**src/rtl/wb_stage.sv**
```systemverilog
// Write-back stage: registers the mem2wb packet, commits it to the register file,
// serves the decode read ports with bypass, and tracks retired instructions.
module wb_stage #(
  parameter int unsigned XLEN  = 32,
  parameter int unsigned NREGS = 32,
  parameter int unsigned CNT_W = 64
) (
  input  logic                     clk,
  input  logic                     resetn,
  input  logic                     stall,
  input  logic                     in_valid,
  input  logic                     in_wb_enable,
  input  logic [$clog2(NREGS)-1:0] in_wb_addr,
  input  logic [XLEN-1:0]          in_wb_data,
  input  logic [XLEN-1:0]          in_wb_pc,
  input  logic [$clog2(NREGS)-1:0] rs1_addr,
  input  logic [$clog2(NREGS)-1:0] rs2_addr,
  output logic [XLEN-1:0]          rs1_data,
  output logic [XLEN-1:0]          rs2_data,
  output logic                     fwd_valid,
  output logic [$clog2(NREGS)-1:0] fwd_addr,
  output logic [XLEN-1:0]          fwd_data,
  output logic [CNT_W-1:0]         instret,
  output logic [XLEN-1:0]          last_pc
);

  localparam int unsigned AW = $clog2(NREGS);

  typedef struct packed {
    logic            valid;
    logic            en;
    logic [AW-1:0]   addr;
    logic [XLEN-1:0] data;
    logic [XLEN-1:0] pc;
  } stage_t;

  stage_t          stg_q;
  logic [XLEN-1:0] rf_q [NREGS];
  logic            commit;

  assign commit    = stg_q.valid & ~stall;
  assign fwd_valid = stg_q.valid & stg_q.en & (stg_q.addr != '0);
  assign fwd_addr  = stg_q.addr;
  assign fwd_data  = stg_q.data;

  // Stage register: frozen while stalled so the pending entry commits exactly once.
  always_ff @(posedge clk or negedge resetn) begin
    if (!resetn) begin
      stg_q <= '0;
    end else if (!stall) begin
      stg_q.valid <= in_valid;
      stg_q.en    <= in_wb_enable;
      stg_q.addr  <= in_wb_addr;
      stg_q.data  <= in_wb_data;
      stg_q.pc    <= in_wb_pc;
    end
  end

  // Architectural register file; x0 is never written.
  always_ff @(posedge clk or negedge resetn) begin
    if (!resetn) begin
      for (int unsigned i = 0; i < NREGS; i++) begin
        rf_q[i] <= '0;
      end
    end else if (commit && stg_q.en && (stg_q.addr != '0)) begin
      rf_q[stg_q.addr] <= stg_q.data;
    end
  end

  // Retirement bookkeeping.
  always_ff @(posedge clk or negedge resetn) begin
    if (!resetn) begin
      instret <= '0;
      last_pc <= '0;
    end else if (commit) begin
      instret <= instret + CNT_W'(1);
      last_pc <= stg_q.pc;
    end
  end

  // Read ports: pending write-back value wins over the array, x0 reads zero.
  always_comb begin
    rs1_data = '0;
    if (rs1_addr != '0) begin
      if (fwd_valid && (rs1_addr == stg_q.addr)) rs1_data = stg_q.data;
      else                                         rs1_data = rf_q[rs1_addr];
    end
  end

  always_comb begin
    rs2_data = '0;
    if (rs2_addr != '0) begin
      if (fwd_valid && (rs2_addr == stg_q.addr)) rs2_data = stg_q.data;
      else                                         rs2_data = rf_q[rs2_addr];
    end
  end

endmodule

```
**config.mk**
```make
export PLATFORM = sky130hd
export DESIGN_NAME = wb_stage
export DESIGN_NICKNAME = d
export VERILOG_FILES = /design/src/rtl/wb_stage.sv
export SDC_FILE = /design/constraint.sdc
export NUM_CORES = 2
export LEC_CHECK = 0
export CORE_ASPECT_RATIO = 1.5
export CORE_MARGIN = 1
export CORE_UTILIZATION = 29
export CTS_BUF_LIST = sky130_fd_sc_hd__clkbuf_8 sky130_fd_sc_hd__clkbuf_16
export CTS_CLUSTER_DIAMETER = 50
export DETAILED_ROUTE_END_ITERATION = 16
export PLACE_DENSITY = 0.41
export REMOVE_ABC_BUFFERS = 1
export SLEW_MARGIN = 40
export SYNTH_ARGS = -nofsm -noshare
export SYNTH_HDL_FRONTEND = slang
export SYNTH_SLANG_ARGS = --single-unit
```
**constraint.sdc**
```tcl
create_clock -name clk -period 4.1 [get_ports clk]
set_input_delay 0.82 -clock clk [delete_from_list [all_inputs] [get_ports clk]]
set_output_delay 0.82 -clock clk [all_outputs]
set_load 0.005 [all_outputs]
```
==> flow_metrics.py <==
metrics = {
    "outcome": {
        "status": "finished clean",
    },
    "flow_run": {
        "max_cap_violations": 0,
    },
    "floorplan": {
        "die-area_um2": 216000,
        "die_height_um": 569,
        "rows": 207,
        "number_of_ports_placed_on_the_die_boundary": 282,
        "initial_utilization_pct": 29.2,
        "core_area_um2": 213000,
        "die_w_um": 380,
    },
    "grt": {
        "total_congestion_overflow": 0,
        "number_of_global_route_vias_before_repair": 43700,
        "largest_net_degree_at_the_start_of_global_routing": 98,
        "grt_antenna_before_repair": 6,
        "global_route_wire_length_before_repair_mm": 340,
        "globalRouteTotalUtil_pct": 21.7,
    },
    "worst_setup_path": {
        "worstSetupStartpointType": "flop",
        "cp.required_ns": 3.28,
        "path_cells": "or3_4 -> o311a_4 -> nand4_1 -> nand2_2 -> buf_12 -> buf_8 -> buf_6 -> a211oi_4 -> a221o_1 -> buf_2",
        "worst_ep_arrival_time_ns": 3.26,
        "path_class": "flop to primary output",
        "critical_path.slowest_cell": "or3_4",
        "cp-end-kind": "primary output",
        "crit_fanout": 4,
        "worst_path_largest_cell_delay_ns": 0.40,
    },
    "clock_tree": {
        "clkSinkCount": 1191,
        "cts_made_buffers": 156,
        "clock_path_buffers": 4,
        "cts.root.buffer_cell": "clkbuf_16",
        "tritoncts": "built",
        "htree_levels": 4,
        "clk_transition_reported_paths_ns": 0.06,
        "worst_skew_pair.late_latency_ns": 0.83,
    },
    "sta": {
        "slew-limit-headroom_pct": 41.3,
        "clock-skew-final_ns": 0.0624,
        "worst_slew_pin_slew_ns": 0.878,
        "worst_hold_slack_ns": 0.396,
        "min_period_over_period_pct": 99.5,
        "slew_violations": 0,
        "rsz0062_at_grt": "true",
        "fin_tns_setup_ns": 0,
        "fmax_mhz": 245,
        "finalCriticalPeriod_ns": 4.08,
        "finalHoldViolCount": 0,
        "finalSetupViolations": 0,
    },
    "place": {
        "placement.cell_area_um2": 71600,
        "placement.io_buffers": 281,
        "detailed_place_hpwl_mm": 151,
        "place.gp.congestion": 0.775,
    },
    "routing": {
        "met1_wire_length_mm": 101,
        "postRouteWirelength_mm": 236,
        "post_dr_wirelength_cell_um": 30.5,
        "detailedRoute.firstPassIterationCount": 8,
        "vias": 41100,
        "antenna_left": 0,
        "top_layer_used_by_detailed_routing": "met4",
        "wl_met2_mm": 119,
        "residual_drc": 0,
        "number_of_design_rule_violations_left_by_the_first_detailed_router_iteration": 2361,
        "detail_route.vias_per_cell": 5.31,
        "route.met3.wl_mm": 8.74,
    },
    "power": {
        "power_density_nw_per_um2": 443,
        "static-leakage-power_uw": 0.0351,
        "ir_drop_worst_vdd_mv": 0.283,
    },
    "logic_synthesis": {
        "synth_largest_type_area_fraction_pct": 47.9,
        "synth_sequential_area_ratio_pct": 47.9,
        "synth.ff_latch_count": 1191,
        "synth_edf_count": 0,
        "synth_warnings": 0,
        "proportion_of_register_bits_with_asynchronous_set_or_reset_after_synthesis_pct": 100,
        "yosys.area.top_type": "dfrtp_1",
        "netlist_instances": 4325,
        "most_numerous_cell_in_the_yosys_netlist": "dfrtp_1",
        "ys.flop_type": "dfrtp_1",
        "synth_top_cells_by_count": "dfrtp_1, mux2_2, mux4_2",
        "syn_avg_cell_area_um2": 14.4,
        "netlist_area_um2": 62200,
        "synth_cell_types": 62,
        "synth.area.top_cells": "dfrtp_1, mux2_2, mux4_2",
    },
    "layout": {
        "multiInputGateArea_um2": 30700,
        "seq_area_um2": 29800,
        "design_area_um2": 78100,
        "utilization_pct": 36.7,
        "design.final.nets": 4894,
        "filler_cell_count": 20300,
        "layout-drive-gt1-share_pct": 50.3,
        "synthToLayoutAreaGrowth_pct": 25.6,
    },
    "hold_path": {
        "hold_path.class": "flop to flop",
    },
}
power by group:
part	switching [uW]	internal (uW)
Combinational	2630	3460
Sequential	1160	13300
Clock	5730	8350
layer usage:
| layer | global-route usage (%) | up-vias |
|---|---|---|
| met4 | 5.77 | 0 |
| met3 | 2.88 | 286 |
| met5 | 0 | - |
| li1 | - | 17400 |
| met1 | 28.2 | 22600 |
| met2 | 37.8 | 873 |
logic make-up after synthesis:
kind of cell / count (synthesis) / synth area share [%]
and+or+nand+nor: 466 / 3.59
muxes: 1703 / 39.2
AOI/OAI and AO/OA: 386 / 4.32
DFF: 1191 / 47.9
buffers and inverters: 505 / 3.92
adders and majority gates: 1 / 0.0201
xor gates and xnor gates: 73 / 1.04
layout by cell type (no fill, tap or decap), types with 30 or more instances in the layout:
| master | netlist | layout |
|---|---|---|
| a211oi_1 | 84 | 61 |
| a21oi_1 | 64 | 49 |
| a221oi_1 | 55 | 54 |
| a22oi_1 | 49 | 45 |
| buf_12 | 0 | 134 |
| buf_2 | 141 | 30 |
| buf_4 | 64 | 354 |
| buf_6 | 17 | 32 |
| clkbuf_16 | 0 | 160 |
| clkbuf_8 | 0 | 30 |
| clkdlybuf4s50_1 | 0 | 208 |
| dfrtp_1 | 1191 | 1189 |
| inv_1 | 17 | 34 |
| mux2_2 | 1034 | 1034 |
| mux2i_1 | 188 | 187 |
| mux4_2 | 481 | 481 |
| nand2_1 | 198 | 182 |
| nand3_1 | 33 | 32 |
| nor2_1 | 90 | 67 |
| nor2b_1 | 42 | 37 |
| o21ai_0 | 70 | 66 |
| xnor2_1 | 46 | 46 |
through the flow:
stage	instances	setup WS, ns	power, uW
after floorplan	3838	-0.595	17500
after global routing	7743	-0.0963	36100
after CTS	7728	-0.235	35100
final	7745	0.0213	34600
after detailed placement	7406	-0.363	20700
after global placement	7404	-0.501	20600
repair_timing:
action                                 4_1_cts  5_1_grt
pin swaps                                   30       26
endpoints found under the hold margin       26        0
gates resized for setup                    306       57
gates cloned                                 5        2
setup buffers                               53       16
setup endpoints to repair                   64       49
hold buffers                                 1        0
state kept, by name, indices dropped and copies added (netlist names):
signal	cells
fwd_addr	5
fwd_data	32
instret	64
last_pc	32
rf_q	1024
stg_q	34
cell type report:
cell class | count | share of cell area (%)
Inverter | 18 | 0.0897
Antenna cell | 3 | 0.00961
Clock buffer | 187 | 5.58
Tap cell | 2821 | 4.52
Clock inverter | 83 | 1.07
Timing Repair Buffer | 813 | 11.3
Sequential cell | 1191 | 38.2
Multi-Input combinational cell | 2629 | 39.3
worst paths after layout:
path	start	end	slack [ns]	depth (start not counted)
max	fwd_addr[2]	rs1_data[20]	0.02	10
min	rf_q[1021]	rf_q[1021]	0.40	0
max reg2reg	stg_q[70]	instret[60]	1.00	9
min reg2reg	rf_q[1021]	rf_q[1021]	0.40	0
max in group asynchronous	resetn	rf_q[752]	2.34	4
min in group asynchronous	resetn	fwd_data[18]	0.47	2
critical path: cells and delay by family (launching register included):
kind                   cells  cell delay [ns]
flip-flops                 1             0.38
buffers and inverters      4             0.54
AO/OA/AOI/OAI              3             0.84
AND/OR/NAND/NOR            3             0.66
Power figures use the tool's default switching activity.
